`config.mk`:
```
export PLATFORM = sky130hd
export DESIGN_NAME = lcd_pattern_gen
export DESIGN_NICKNAME = d
export VERILOG_FILES = /design/src/rtl/lcd_pattern_gen.sv
export SDC_FILE = /design/constraint.sdc
export NUM_CORES = 1
export LEC_CHECK = 0
export CORE_UTILIZATION = 41
export CTS_CLUSTER_SIZE = 24
export DETAILED_ROUTE_END_ITERATION = 12
export DONT_BUFFER_PORTS = 1
export SLEW_MARGIN = 20
export SYNTH_ARGS = -nofsm -noshare
export SYNTH_HDL_FRONTEND = slang
export SYNTH_SLANG_ARGS = --single-unit
```
`constraint.sdc`:
```
create_clock -name PixelClk -period 4 [get_ports PixelClk]
set_clock_uncertainty 0.15 [all_clocks]
set_input_delay 0.6 -clock PixelClk [delete_from_list [all_inputs] [get_ports PixelClk]]
set_output_delay 0.6 -clock PixelClk [all_outputs]
set_load 0.02 [all_outputs]
```
`src/rtl/lcd_pattern_gen.sv`:
```
// lcd_pattern_gen: per-frame selectable RGB565 test patterns, aligned with re-registered LCD timing.
module lcd_pattern_gen #(
  parameter int H_ACTIVE        = 480,
  parameter int V_ACTIVE        = 272,
  parameter int BAR_W           = 60,
  parameter int CHECK_SHIFT     = 4,
  parameter int SCROLL_STEP     = 2,
  parameter int SYNC_ACTIVE_LOW = 1
) (
  input  logic       PixelClk,
  input  logic       RST,
  input  logic [1:0] mode_sel,
  input  logic       in_de,
  input  logic       in_hsync,
  input  logic       in_vsync,
  output logic       LCD_DE,
  output logic       LCD_HSYNC,
  output logic       LCD_VSYNC,
  output logic [4:0] LCD_R,
  output logic [5:0] LCD_G,
  output logic [4:0] LCD_B,
  output logic [7:0] frame_cnt
);
  localparam logic SYNC_IDLE = (SYNC_ACTIVE_LOW != 0);
  logic [8:0]  x, y, bar_pos;
  logic [1:0]  mode;
  logic        prev_de, prev_vs, valid, vs_edge;
  logic [9:0]  xw, d, bar_sum, bar_nx;
  logic [2:0]  idx;
  logic [15:0] bar_rgb, grad_rgb, chk_rgb, mbar_rgb, pix;
  assign vs_edge = (prev_vs == SYNC_IDLE) && (in_vsync != SYNC_IDLE);
  assign xw      = {1'b0, x};
  // compare chain instead of a divider; anything past the 7th bar stays black
  always_comb begin
    idx = xw < 10'(BAR_W)     ? 3'd0 :
          xw < 10'(2 * BAR_W) ? 3'd1 :
          xw < 10'(3 * BAR_W) ? 3'd2 :
          xw < 10'(4 * BAR_W) ? 3'd3 :
          xw < 10'(5 * BAR_W) ? 3'd4 :
          xw < 10'(6 * BAR_W) ? 3'd5 :
          xw < 10'(7 * BAR_W) ? 3'd6 : 3'd7;
    bar_rgb  = {{5{~idx[1]}}, {6{~idx[2]}}, {5{~idx[0]}}};
    grad_rgb = {x[8:4], x[8:3], 5'd31 - x[8:4]};
    chk_rgb  = (x[CHECK_SHIFT] ^ y[CHECK_SHIFT]) ? 16'h0000 : 16'hFFFF;
    d        = (x >= bar_pos) ? xw - {1'b0, bar_pos} : xw + 10'(H_ACTIVE) - {1'b0, bar_pos};
    mbar_rgb = (d < 10'(BAR_W)) ? 16'hFFFF : 16'h001F;
    pix      = (!in_de || !valid) ? 16'h0000 :
               mode == 2'd0 ? bar_rgb :
               mode == 2'd1 ? grad_rgb :
               mode == 2'd2 ? chk_rgb : mbar_rgb;
    bar_sum  = {1'b0, bar_pos} + 10'(SCROLL_STEP);
    bar_nx   = (bar_sum >= 10'(H_ACTIVE)) ? bar_sum - 10'(H_ACTIVE) : bar_sum;
  end
  // valid stays low after reset so no half-initialised pattern reaches the panel
  always_ff @(posedge PixelClk or posedge RST) begin
    if (RST) begin
      LCD_DE                 <= 1'b0;
      LCD_HSYNC              <= SYNC_IDLE;
      LCD_VSYNC              <= SYNC_IDLE;
      {LCD_R, LCD_G, LCD_B}  <= 16'h0000;
      frame_cnt              <= 8'd0;
      x                      <= 9'd0;
      y                      <= 9'd0;
      mode                   <= 2'd0;
      bar_pos                <= 9'd0;
      prev_de                <= 1'b0;
      prev_vs                <= SYNC_IDLE;
      valid                  <= 1'b0;
    end else begin
      LCD_DE                 <= in_de;
      LCD_HSYNC              <= in_hsync;
      LCD_VSYNC              <= in_vsync;
      {LCD_R, LCD_G, LCD_B}  <= pix;
      prev_de                <= in_de;
      prev_vs                <= in_vsync;
      x                      <= !in_de ? 9'd0 : (x < 9'(H_ACTIVE - 1)) ? x + 9'd1 : x;
      if (vs_edge) begin
        y         <= 9'd0;
        mode      <= mode_sel;
        frame_cnt <= frame_cnt + 8'd1;
        bar_pos   <= bar_nx[8:0];
        valid     <= 1'b1;
      end else if (prev_de && !in_de && y < 9'(V_ACTIVE - 1)) begin
        y <= y + 9'd1;
      end
    end
  end
endmodule

```
==> out/metrics.yaml <==
status: "completed"
fp.dieW_um: 98.9
grt_setup_unrepaired: "no"
crit_end: "LCD_G[4]"
grt_max_degree: 31
die_y_um: 98.9
worst-slew-pin-transition_ps: 798
grt_pass1_vias: 2860
final_common_cell: "dfrtp_1"
numCtsBuffers: 5
power.switching_fraction_pct: 41.2
grt_usage_pct: 17.3
reg2reg_from: "bar_pos[2]"
r2r_end: "LCD_G[4]"
yosys_warnings: 0
synth.distinct_cells: 67
fp-row-count: 35
diodes: 0
combPwrFrac_pct: 40.4
required_ps: 4070
core_area_um2: 9150
post_cts_resized: 0
gp_congestion: 0.875
async_flop_share_pct: 100
drc: 0
synth_ff_type: "dfrtp_1"
critPathKind: "reg -> reg"
syn-instance-count: 420
portBuffers: 0
cts_setup_buffers: 0
ys_ff_latch: 56
design.portCount: 34
finalMaxSlewViolations: 0
hold_viol_final: 0
leakage_nw: 1.68
syn_to_final_growth_pct: 3.93
cap_viol_max_count: 0
num_vias: 2970
final_cell_mix: "dfrtp_1, inv_1, a21oi_1"
min_period_ps: 3320
cp.arrival_ps: 3380
cellPowerDensity_nw_per_um2: 542
start_util_pct: 42.1
htreeDepth: 2
ir_worst_vdd_uv: 280
synth_area_per_cell_um2: 9.17
syn-num-nets: 458
vias_per_cell: 5.71
worst_setup_path_start_kind: "flip-flop"
p_int_mw: 1.28
timing.slew.headroom_pct: 46.7
cp_max_fo: 11
routedWlPerCell_um: 15.3
antenna_found_initial: 0
dieArea_um2: 9790
max_freq_mhz: 302
drive_above_1_share_pct: 6.85
r2r_cells: 10
synth_edf_count: 0
grt_pass1_wl_um: 13800
drt_wl_total_um: 7940
cts_tree: "done"
end_kind: "flip-flop"
final_nets: 446
netlist_area_um2: 3850
drt_pass1_iterations: 4
final_util_pct: 43.7
r2r_slack_ps: 680
clk-insertion-delay-late_ps: 310
worst_path_max_delay_cell: "or4b_4"
finalCritPeriodShare_pct: 82.9
setup_viol: 0
pwr-share-seq_pct: 39.6
clkPwrFrac_pct: 19.9
ant_nets: 0
drtIter0Drc: 116
cts_root_buf: "clkbuf_8"
cts_buffer_depth: 2
setup-tns-final_ps: 0
clkSinkCount: 56
seq_area_frac_synth_pct: 36.5
cts_hold_buf: 0
grt_overflow: 0
switchingPower_mw: 0.893
crit_chain: "inv_1 > ha_1 > fa_1 > nor2b_1 > o211ai_1 > nand2_1 > o21ai_1 > nand4_1 > or4b_4 > a31oi_1"
clk_pin_slew_worst_paths_ps: 110
dp_hpwl_um: 6020
critPathMaxStageDelay_ps: 600
hold_path.class: "in -> async"
critPathLaunch: "bar_pos[2]"
Yosys cell counts (10+ instances only):
library cell  count  area, um2
nand4_1          10       62.6
nand2_1          28        105
ha_1             26        325
a31oi_1          19        119
nor3_1           10       50.1
dfrtp_1          54       1350
inv_1            33        124
a21oi_1          31        155
nand3_1          13       65.1
xnor2_1          19        166
nor2_1           26       97.6
o21ai_0          15       75.1
worst max-delay path: cells and delay by family, from the launching register on:
family                     cells  cell delay, ps
DFF                            1             560
adders and majority gates      2             880
buffers and inverters          1             140
AOI/OAI and AO/OA              3             510
and+or+nand+nor                4             990
power by group through the flow:
stage | sequential (mW) | combinational [mW] | clock [mW]
finish | 0.860 | 0.878 | 0.433
global route | 0.884 | 0.989 | 0.463
CTS | 0.861 | 0.872 | 0.447
detailed placement | 0.872 | 0.868 | 0
global placement | 0.866 | 0.860 | 0
floorplan | 0.805 | 0.772 | 0
per-layer routing:
layer	global-route usage, %	routed length, um	vias up
li1	-	-	1468
met5	0	0	-
met1	25.0	4020	1436
met3	2.55	221	4
met2	27.1	3640	62
met4	4.59	59	0
worst min path at each step:
| stage | start | end | cells past startpoint |
|---|---|---|---|
| after floorplan | valid | valid | 1 |
| after global placement | valid | valid | 1 |
| after detailed placement | valid | valid | 1 |
| after CTS | RST | y[3] | 1 |
| after global routing | in_vsync | prev_vs | 0 |
| final | RST | y[3] | 1 |
cell families (layout without fill, tap and decap cells):
family | after synthesis | in the layout | share of synthesized area [%]
AND/OR/NAND/NOR | 130 | 130 | 17.6
AO/OA/AOI/OAI | 113 | 113 | 19.8
multiplexers | 6 | 6 | 1.62
flip-flops | 56 | 56 | 36.5
XOR/XNOR | 28 | 28 | 6.37
adder cells (fa/ha/maj) | 32 | 32 | 11.3
buffers and inverters | 55 | 44 | 6.89
through the flow:
step           setup WS (ps)  total power, mW  instances  hold slack (ps)  area, um2
3_5_place_dp             735             1.74        512              399       3870
3_3_place_gp             807             1.73        512              399       3870
6_report                 684             2.17        520             88.4       4000
2_1_floorplan           1020             1.58        420              337       3850
5_1_grt                  447             2.34        520              108       4000
4_1_cts                  710             2.18        520              110       4000
state kept, by name, indices dropped and copies added (netlist names):
name and count:
prev_vs 1, prev_de 1, y 9, x 9, valid 1, LCD_B 5
frame_cnt 8, mode 2, LCD_G 6, LCD_R 5, bar_pos 8, LCD_HSYNC 1
layout make-up:
cell class | instances | area [um2]
tap | 111 | 139
fill | 882 | 5150
inverter | 34 | 128
multi-input combinational | 309 | 2180
sequential | 56 | 1400
clock buffer | 6 | 72.6
clock inverter | 2 | 60.1
timing repair buffer | 2 | 15.0
No activity file was read; power rests on OpenSTA's default activity.
